==> config.mk <==
export PLATFORM = sky130hd
export DESIGN_NAME = pll_lock_sequencer
export DESIGN_NICKNAME = d
export VERILOG_FILES = /design/src/rtl/pll_lock_sequencer.sv
export SDC_FILE = /design/constraint.sdc
export NUM_CORES = 1
export LEC_CHECK = 0
export CAP_MARGIN = 0
export CORE_MARGIN = 2
export CORE_UTILIZATION = 61
export DETAILED_ROUTE_END_ITERATION = 10
export PLACE_DENSITY_LB_ADDON = 0.05
export SYNTH_ARGS = -nofsm -noshare
export SYNTH_HDL_FRONTEND = slang
export SYNTH_SLANG_ARGS = --single-unit
==> constraint.sdc <==
create_clock -name i_clk -period 3.23 [get_ports i_clk]
set_clock_uncertainty 0.15 [all_clocks]
set_input_delay 0.646 -clock i_clk [delete_from_list [all_inputs] [get_ports i_clk]]
set_output_delay 0.646 -clock i_clk [all_outputs]
set_load 0.01 [all_outputs]
==> src/rtl/pll_lock_sequencer.sv <==
// Brings up an EHXPLLL from the reference clock: PLL reset pulse, lock debounce with
// bounded retries, system reset release, lock-loss re-sequencing and phase-step serialisation.
module pll_lock_sequencer #(
  parameter int unsigned RST_CYCLES   = 16,
  parameter int unsigned LOCK_TIMEOUT = 65535,
  parameter int unsigned LOCK_STABLE  = 1024,
  parameter int unsigned MAX_RETRIES  = 3,
  parameter int unsigned STEP_LOW     = 4,
  parameter int unsigned STEP_GAP     = 8
) (
  input  logic       i_clk,
  input  logic       reset,
  input  logic       i_locked,
  output logic       o_pll_reset,
  output logic       o_sys_reset,
  output logic       o_ready,
  output logic       o_fault,
  input  logic       i_step_valid,
  output logic       o_step_ready,
  input  logic [1:0] i_step_sel,
  input  logic       i_step_dir,
  output logic [1:0] o_phasesel,
  output logic       o_phasedir,
  output logic       o_phasestep,
  output logic [1:0] o_retry_count,
  output logic [7:0] o_loss_count
);

  localparam int unsigned RW     = $clog2(RST_CYCLES + 1);
  localparam int unsigned TW     = $clog2(LOCK_TIMEOUT + 1);
  localparam int unsigned SW     = $clog2(LOCK_STABLE + 1);
  localparam int unsigned PMAX_N = (STEP_LOW > STEP_GAP) ? STEP_LOW : STEP_GAP;
  localparam int unsigned PW     = $clog2(PMAX_N + 1);

  localparam logic [RW-1:0] RMAX  = RW'(RST_CYCLES - 1);
  localparam logic [TW-1:0] TMAX  = TW'(LOCK_TIMEOUT - 1);
  localparam logic [SW-1:0] SMAX  = SW'(LOCK_STABLE - 1);
  localparam logic [PW-1:0] LMAX  = PW'(STEP_LOW - 1);
  localparam logic [PW-1:0] GMAX  = PW'(STEP_GAP - 1);
  localparam logic [1:0]    RETRY = 2'(MAX_RETRIES);

  typedef enum logic [2:0] {
    S_RST_PLL, S_WAIT_LOCK, S_STABLE, S_RUN, S_PHASE_LOW, S_PHASE_GAP, S_FAULT
  } state_t;

  state_t        r_state, w_state_nxt;
  logic          r_lock_meta, r_lock_s;
  logic [RW-1:0] r_rcnt, w_rcnt_nxt;
  logic [TW-1:0] r_tcnt, w_tcnt_nxt;
  logic [SW-1:0] r_scnt, w_scnt_nxt;
  logic [PW-1:0] r_pcnt, w_pcnt_nxt;
  logic [1:0]    r_retries, w_retries_nxt;
  logic [7:0]    r_loss, w_loss_nxt;
  logic [1:0]    r_sel, w_sel_nxt;
  logic          r_dir, w_dir_nxt;
  logic          w_running, w_lost, w_timeout;

  always_ff @(posedge i_clk) begin
    if (reset) begin
      r_state     <= S_RST_PLL;
      r_lock_meta <= 1'b0;
      r_lock_s    <= 1'b0;
      r_rcnt      <= '0;
      r_tcnt      <= '0;
      r_scnt      <= '0;
      r_pcnt      <= '0;
      r_retries   <= '0;
      r_loss      <= '0;
      r_sel       <= '0;
      r_dir       <= 1'b1;
    end else begin
      r_state     <= w_state_nxt;
      r_lock_meta <= i_locked;
      r_lock_s    <= r_lock_meta;
      r_rcnt      <= w_rcnt_nxt;
      r_tcnt      <= w_tcnt_nxt;
      r_scnt      <= w_scnt_nxt;
      r_pcnt      <= w_pcnt_nxt;
      r_retries   <= w_retries_nxt;
      r_loss      <= w_loss_nxt;
      r_sel       <= w_sel_nxt;
      r_dir       <= w_dir_nxt;
    end
  end

  // Step handshake: a request transfers on any edge where i_step_valid && o_step_ready;
  // o_step_ready is high only in RUN, and lock loss in that cycle wins over the request.
  always_comb begin
    w_state_nxt   = r_state;
    w_rcnt_nxt    = r_rcnt;
    w_tcnt_nxt    = r_tcnt;
    w_scnt_nxt    = r_scnt;
    w_pcnt_nxt    = r_pcnt;
    w_retries_nxt = r_retries;
    w_loss_nxt    = r_loss;
    w_sel_nxt     = r_sel;
    w_dir_nxt     = r_dir;
    w_running     = (r_state == S_RUN) || (r_state == S_PHASE_LOW) || (r_state == S_PHASE_GAP);
    w_lost        = w_running && !r_lock_s;
    w_timeout     = (r_tcnt == TMAX);

    if (w_lost) begin
      w_state_nxt = S_RST_PLL;
      w_rcnt_nxt  = '0;
      w_loss_nxt  = (r_loss != 8'hFF) ? r_loss + 8'd1 : r_loss;
    end else begin
      case (r_state)
        S_RST_PLL: begin
          if (r_rcnt == RMAX) begin
            w_state_nxt = S_WAIT_LOCK;
            w_rcnt_nxt  = '0;
            w_tcnt_nxt  = '0;
          end else begin
            w_rcnt_nxt = r_rcnt + RW'(1);
          end
        end
        S_WAIT_LOCK, S_STABLE: begin
          // tcnt survives STABLE->WAIT_LOCK bounces so lock chatter cannot stretch the timeout
          w_tcnt_nxt = r_tcnt + TW'(1);
          if (w_timeout) begin
            if (r_retries == RETRY) begin
              w_state_nxt = S_FAULT;
            end else begin
              w_retries_nxt = r_retries + 2'd1;
              w_state_nxt   = S_RST_PLL;
              w_rcnt_nxt    = '0;
            end
          end else if (r_state == S_WAIT_LOCK) begin
            if (r_lock_s) begin
              w_state_nxt = S_STABLE;
              w_scnt_nxt  = '0;
            end
          end else if (!r_lock_s) begin
            w_state_nxt = S_WAIT_LOCK;
          end else if (r_scnt == SMAX) begin
            w_state_nxt   = S_RUN;
            w_retries_nxt = '0;
          end else begin
            w_scnt_nxt = r_scnt + SW'(1);
          end
        end
        S_RUN: begin
          if (i_step_valid) begin
            w_sel_nxt   = i_step_sel;
            w_dir_nxt   = i_step_dir;
            w_pcnt_nxt  = '0;
            w_state_nxt = S_PHASE_LOW;
          end
        end
        S_PHASE_LOW: begin
          if (r_pcnt == LMAX) begin
            w_pcnt_nxt  = '0;
            w_state_nxt = S_PHASE_GAP;
          end else begin
            w_pcnt_nxt = r_pcnt + PW'(1);
          end
        end
        S_PHASE_GAP: begin
          if (r_pcnt == GMAX) begin
            w_pcnt_nxt  = '0;
            w_state_nxt = S_RUN;
          end else begin
            w_pcnt_nxt = r_pcnt + PW'(1);
          end
        end
        S_FAULT: w_state_nxt = S_FAULT;
        default: w_state_nxt = S_RST_PLL;
      endcase
    end
  end

  assign o_pll_reset   = (r_state == S_RST_PLL) || (r_state == S_FAULT);
  assign o_sys_reset   = !w_running;
  assign o_ready       = w_running;
  assign o_fault       = (r_state == S_FAULT);
  assign o_step_ready  = (r_state == S_RUN);
  assign o_phasestep   = (r_state != S_PHASE_LOW);
  assign o_phasesel    = r_sel;
  assign o_phasedir    = r_dir;
  assign o_retry_count = r_retries;
  assign o_loss_count  = r_loss;

endmodule

; Word level (Yosys, flattened, before mapping)
; Cells that the tools add are included.
[op_classes]
n_bitwise = 2
add_sub_neg = 6
reduce_logical = 21
eq_ne = 25
n_mux = 30
[ops]
columns = op, n
row1 = 11-bit 2-to-1 mux, 4
row2 = 16-bit one-hot mux with 2 select lines, 1
row3 = 3-bit 2-to-1 mux, 10
row4 = 3-bit one-hot mux with 6 select lines, 1
row5 = "16-bit by 1-bit adder with 16-bit output, second input constant", 1
row6 = "16-bit equality test, second input constant", 1
row7 = 16-bit 2-to-1 mux, 1
row8 = 5-bit 2-to-1 mux, 3
row9 = "2-bit != test, second input constant", 7
row10 = 4-bit 2-to-1 mux, 3
row11 = 4-bit one-hot mux with 3 select lines, 1
row12 = 3-bit AND reduction, 4
row13 = 6-bit AND reduction, 2
row14 = "11-bit by 1-bit adder with 11-bit output, second input constant", 1
row15 = "11-bit by 10-bit equality test with 1-bit output, second input constant", 1
row16 = 2-bit 2-to-1 mux, 5
row17 = 5-bit one-hot mux with 2 select lines, 1
row18 = "3-bit equality test, second input constant", 3
row19 = "8-bit by 1-bit adder with 8-bit output, second input constant", 1
row20 = "8-bit != test, second input constant", 1
row21 = "3-bit by 2-bit equality test with 1-bit output, second input constant", 2
row22 = 2-bit nonzero test, 3
row23 = "5-bit by 1-bit adder with 5-bit output, second input constant", 1
row24 = "5-bit by 4-bit equality test with 1-bit output, second input constant", 1
row25 = other kinds (19), 25
[totals]
elab_cells = 95
input_bits = 7
out_inout_bits = 19
ff_bits = 54

; Depth between registers and ports, before layout
[logic_depth]
word_depth = 6
depth_mapped = 9
depth_no_buf = 8

; Worst setup path after synthesis
; No wires, ideal clock.
[synth_timing]
path_type = register -> register
from = register r_tcnt[0]
to = register r_scnt[7]
required_time_ns = 2.957
setup_time_ns = 0.123
arrival_time_ns = 1.852
synth_period_minus_slack_ns = 2.124
n_path_buf = 1
setup_slack_ns = 1.106
stages_incl_launch_ff = 10
cell_sequence = dfxtp_1 inv_1 ha_1 and3_1 and4bb_1 buf_6 nor4b_4 nand4_1 xor2_1 nor2_1
[synth_via]
elab_chain_len = 3
[synth_rtl]
columns = item, line
row1 = from (decl), 49  ; logic [TW-1:0] r_tcnt, w_tcnt_nxt;
row2 = from (signal assigned), 76  ; r_tcnt <= w_tcnt_nxt;
row3 = 16-bit equality test, 100  ; w_timeout = (r_tcnt == TMAX);
row4 = 1-bit inverter (no source line), n/a
row5 = 5-bit AND reduction (no source line), n/a
row6 = to (signal assigned), 77  ; r_scnt <= w_scnt_nxt;
row7 = to (decl), 50  ; logic [SW-1:0] r_scnt, w_scnt_nxt;
; Every way passes these cells.
; A chain may end at the register's enable or synchronous reset.

; Worst setup path in the final report
[layout_timing]
from = register r_state[1]
to = output o_sys_reset
[layout_via]
elab_chain_len = 4
elab_cells_between_ends = 6
cone_classes = eq/ne (3) / reduce/logical (3)
[layout_rtl]
columns = item, line
row1 = from (decl), 46  ; state_t r_state, w_state_nxt;
row2 = from (signal assigned), 72  ; r_state <= w_state_nxt;
row3 = 3-bit by 2-bit equality test with 1-bit output / 3-bit equality test (equally long branches), 98  ; w_running = (r_state == S_RUN) || (r_state == S_PHASE_LOW) || (r_state == S_PHASE_GAP);
row4 = 1-bit logical OR, 98
row5 = 1-bit logical OR *, 98
row6 = 1-bit zero test *, 173  ; assign o_sys_reset = !w_running;
row7 = to (decl), 15  ; output logic o_sys_reset,
; Mark *: on every way between the ends. The rest lies on a longest branch, timed or not.

==> PnR_summary.wiki <==
{| class="wikitable"
! Metric !! Value
|-
| Destination of the worst register-to-register timing path || r_scnt[3]$_SDFFE_PP0P_
|-
| Post-route design area || 3120 sq um
|-
| Shortest clock period the worst path allows after layout || 2.85 ns
|-
| Leakage component of the power || 1.24 nW
|-
| Average wire per standard cell || 13.5 microns
|-
| Sequential-to-total area share from yosys stat || 39.4%
|-
| Die height || 71.1 microns
|-
| Yosys warning total || 0
|-
| Proportion of register bits with asynchronous set or reset after synthesis || 0%
|-
| Startpoint of the lowest-slack hold path || r_lock_meta$_SDFF_PP0_
|-
| Path class of the lowest-slack min-delay path || reg -> reg
|-
| Cell accounting for the most synthesized area || sky130_fd_sc_hd__dfxtp_1
|-
| Unrepaired setup endpoints after global routing || false
|-
| Half-perimeter wire length after detailed placement || 3780 microns
|-
| Total detailed-routing wirelength || roughly 5300 microns
|-
| Final-report max-slew violation count || 0
|-
| Top cell family by delay on the critical path || flip-flops
|-
| Clock tree from TritonCTS || done
|-
| Number of flip-flops and latches in the synthesized netlist || 54
|-
| Worst path slowest cell || sky130_fd_sc_hd__dfxtp_1
|-
| Final antenna diode count || 0
|-
| Number of design rule violations left after detail routing || 0
|-
| Top fanout value on the critical path || 20
|-
| Endpoints failing setup || 0
|-
| Sw Share || 27.6%
|-
| DRT Pass-1 Iters || 4
|-
| Most frequent cell after synthesis || sky130_fd_sc_hd__dfxtp_1
|-
| Reg2reg setup slack || approximately 0.86 ns
|-
| CORE AREA || about 4400 sq um
|-
| Endpoint required time on the critical path || 2.43 ns
|-
| Startpoint class of the critical path || flip-flop
|-
| Number of instances in the synthesized netlist || 317
|-
| Peak clock frequency supported by timing || roughly 350 MHz
|-
| Fraction of the cycle the final worst path needs || 88.3%
|-
| Initial core utilization || 63.0%
|-
| Top cell types by occurrence after synthesis || sky130_fd_sc_hd__dfxtp_1, sky130_fd_sc_hd__nor2_1, sky130_fd_sc_hd__xor2_1
|-
| Clock latency of the later-clocked register in the worst-skew pair || slightly above 0.3 ns
|-
| Hold depth || 1
|-
| Number of violations of the max-capacitance limit || 0
|-
| Global-route wire length before repair || between 9000 and 10000 microns
|-
| Cell Area, Synth || 2740 sq um
|-
| Reg2reg start || r_state[0]$_SDFFE_PP0P_
|-
| Critical-path cell list || nor2b_1 > nor2_1 > clkdlybuf4s50_1
|-
| GRT Total Usage || between 20 and 25%
|-
| Power density over the cells || ~450 nW/um^2
|-
| Register-to-Register Path Depth || 6
|-
| Setup Fix Bufs, Post-CTS || 0
|-
| Max-slew headroom at the worst pin || between 60 and 70%
|-
| Worst setup EP type || primary output
|-
| Antenna violations before repair || 0
|-
| Net switching power figure || 0.000388 W
|-
| Antenna violation net count after detailed routing || 0
|-
| Endpoint of the worst hold path || r_lock_s$_SDFF_PP0_
|-
| Number of nets produced by synthesis || 331
|-
| Clock slew seen by the registers of the worst setup and hold paths || 0.10 ns
|-
| CTS hold repair buffers || 0
|-
| Number of vias in the routed layout || 2263
|-
| Dpl cell area || 3010 sq um
|-
| Hold Violations, Final || 0
|-
| Comb power frac || 15.4%
|-
| Count of cells resized by post-cts repair || 0
|-
| Total stage count of the critical path || 3
|-
| Portion of total power attributed to the clock network || 32.5%
|-
| Worst hold slack across all endpoints || 0.310 ns
|-
| Maximum level of the CTS H-tree || 2
|-
| Maximum number of pins on one net before global-route repair || 23
|-
| Starting DRT DRC Count || 99
|-
| Number of global-route vias before repair || 2166
|-
| Port Buffers || 25
|-
| Number of buffers created by CTS || 5
|-
| Count of flip-flops with a built-in enable after synthesis || 0
|-
| Weighted congestion at the end of routability-driven global placement || 0.840
|-
| Crit path DAT || 2.05 ns
|-
| Cell types occupying the most area after synthesis || sky130_fd_sc_hd__dfxtp_1, sky130_fd_sc_hd__xor2_1, sky130_fd_sc_hd__nor2_1
|-
| I/O pin total || 26
|-
| Area fraction of the dominant cell type after synthesis || 39.4%
|-
| Netlist cell types || 53
|-
| Cell internal pwr || between 0.001 and 0.0015 W
|-
| Clock root buffer master || sky130_fd_sc_hd__clkbuf_8
|-
| Area of the die || 5050 sq um
|-
| Worst-margin pin slew || 0.593 ns
|-
| Clock Sink Count || 54
|-
| Worst IR Drop VDD || 0.000306 V
|-
| Outcome || finished, final reports clean
|-
| CP Class || reg -> out
|-
| Vias/cell || 5.74
|-
| Largest stage delay, worst path || 0.71 ns
|-
| Top FF cell, synth || sky130_fd_sc_hd__dfxtp_1
|-
| Overflow left after global routing || 0
|-
| Final setup TNS || 0 ns
|-
| Synthesis-to-layout area growth || 13.9%
|-
| Buffers and inverters on the worst path || 1
|-
| Number of buffers on the longest clock path || 2
|-
| Final-stage net count || 355
|-
| Count of standard-cell rows || 24
|-
| Mean instance size in the synthesized netlist || 8.65 sq um
|-
| Relative contribution of sequential cells to total power || 52.1%
|-
| Horizontal die dimension || 71.1 microns
|-
| Fraction of final layout cells sized beyond drive strength 1 || 7.02%
|}
-- final cells by class --
type / instances / area (sq um)
sequential: 54 / 1080
inverter: 10 / 37.5
clock buffer: 5 / 68.8
timing repair buffer: 28 / 273
tap: 52 / 65.1
clock inverter: 3 / 43.8
multi-input combinational: 242 / 1550
fill: 355 / 1230
-- routing by layer --
metal	up-vias	share of wire (%)	GRT usage (%)	wire length [microns]
met1	1056	47	28.5	2490
met5	-	0	0	0
met4	0	1.1	6.71	61
met3	6	3.9	5.41	206
met2	40	48	38.8	2570
li1	1161	-	-	-
-- kinds of logic after synthesis --
group / count (synthesis) / share of synthesized area [%]
muxes: 8 / 2.97
buffers and inverters: 21 / 3.92
DFF: 54 / 39.4
AOI/OAI and AO/OA: 54 / 12.5
xor gates and xnor gates: 26 / 8.30
and+or+nand+nor: 147 / 29.7
adders and majority gates: 7 / 3.19
-- flip-flops by register name, summed over array words and instances, names as in the netlist --
signal         count
r_tcnt            16
r_scnt            11
o_loss_count       8
r_rcnt             5
r_pcnt             4
r_state            3
o_phasesel         2
o_retry_count      2
o_phasedir         1
r_lock_meta        1
r_lock_s           1
-- power by group through the flow --
stage               clock [W]  combinational, W  sequential [W]
floorplan                   0          0.000182        0.000727
global placement            0          0.000210        0.000746
detailed placement          0          0.000214        0.000748
CTS                  0.000465          0.000217        0.000733
global route         0.000488          0.000245        0.000739
finish               0.000458          0.000217        0.000734
-- metrics by stage --
stage,setup WS [ns],util (%),cells,power (W)
after global routing,0.210,71.7,394,0.00147
after CTS,0.400,71.7,394,0.00142
after detailed placement,0.741,69.1,386,0.000962
after floorplan,1.11,-,317,0.000909
final,0.379,71.7,394,0.00141
after global placement,0.801,69.1,386,0.000956
-- layout by cell type, fill, tap and decap left out, types with 10 or more instances in the layout --
cell type	n
sky130_fd_sc_hd__dfxtp_1	54
sky130_fd_sc_hd__xor2_1	24
sky130_fd_sc_hd__nor2_1	49
sky130_fd_sc_hd__nand3_1	16
sky130_fd_sc_hd__inv_1	10
sky130_fd_sc_hd__a21oi_1	23
sky130_fd_sc_hd__clkdlybuf4s50_1	25
sky130_fd_sc_hd__o21ai_0	11
sky130_fd_sc_hd__nand4_1	10
sky130_fd_sc_hd__nand2_1	16
-- worst max path at each step --
stage                                   to  slack [ns]                    start
finish                         o_sys_reset        0.38  r_state[1]$_SDFFE_PP0P_
global route                       o_ready        0.21  r_state[1]$_SDFFE_PP0P_
CTS                            o_sys_reset        0.40  r_state[1]$_SDFFE_PP0P_
detailed placement                 o_ready        0.74  r_state[1]$_SDFFE_PP0P_
global placement               o_pll_reset        0.80  r_state[1]$_SDFFE_PP0P_
floorplan           r_scnt[7]$_SDFFE_PP0P_        1.11   r_tcnt[0]$_SDFFE_PP0P_
-- worst reg2reg max path: stages, from the launching register on --
cell,delay (ns)
sky130_fd_sc_hd__dfxtp_1,0.65
sky130_fd_sc_hd__nor3b_2,0.30
sky130_fd_sc_hd__and4bb_4,0.29
sky130_fd_sc_hd__nor4b_4,0.48
sky130_fd_sc_hd__nand3_1,0.16
sky130_fd_sc_hd__xor2_1,0.18
sky130_fd_sc_hd__nor2_1,0.05
(Power assumes the default switching activity.)
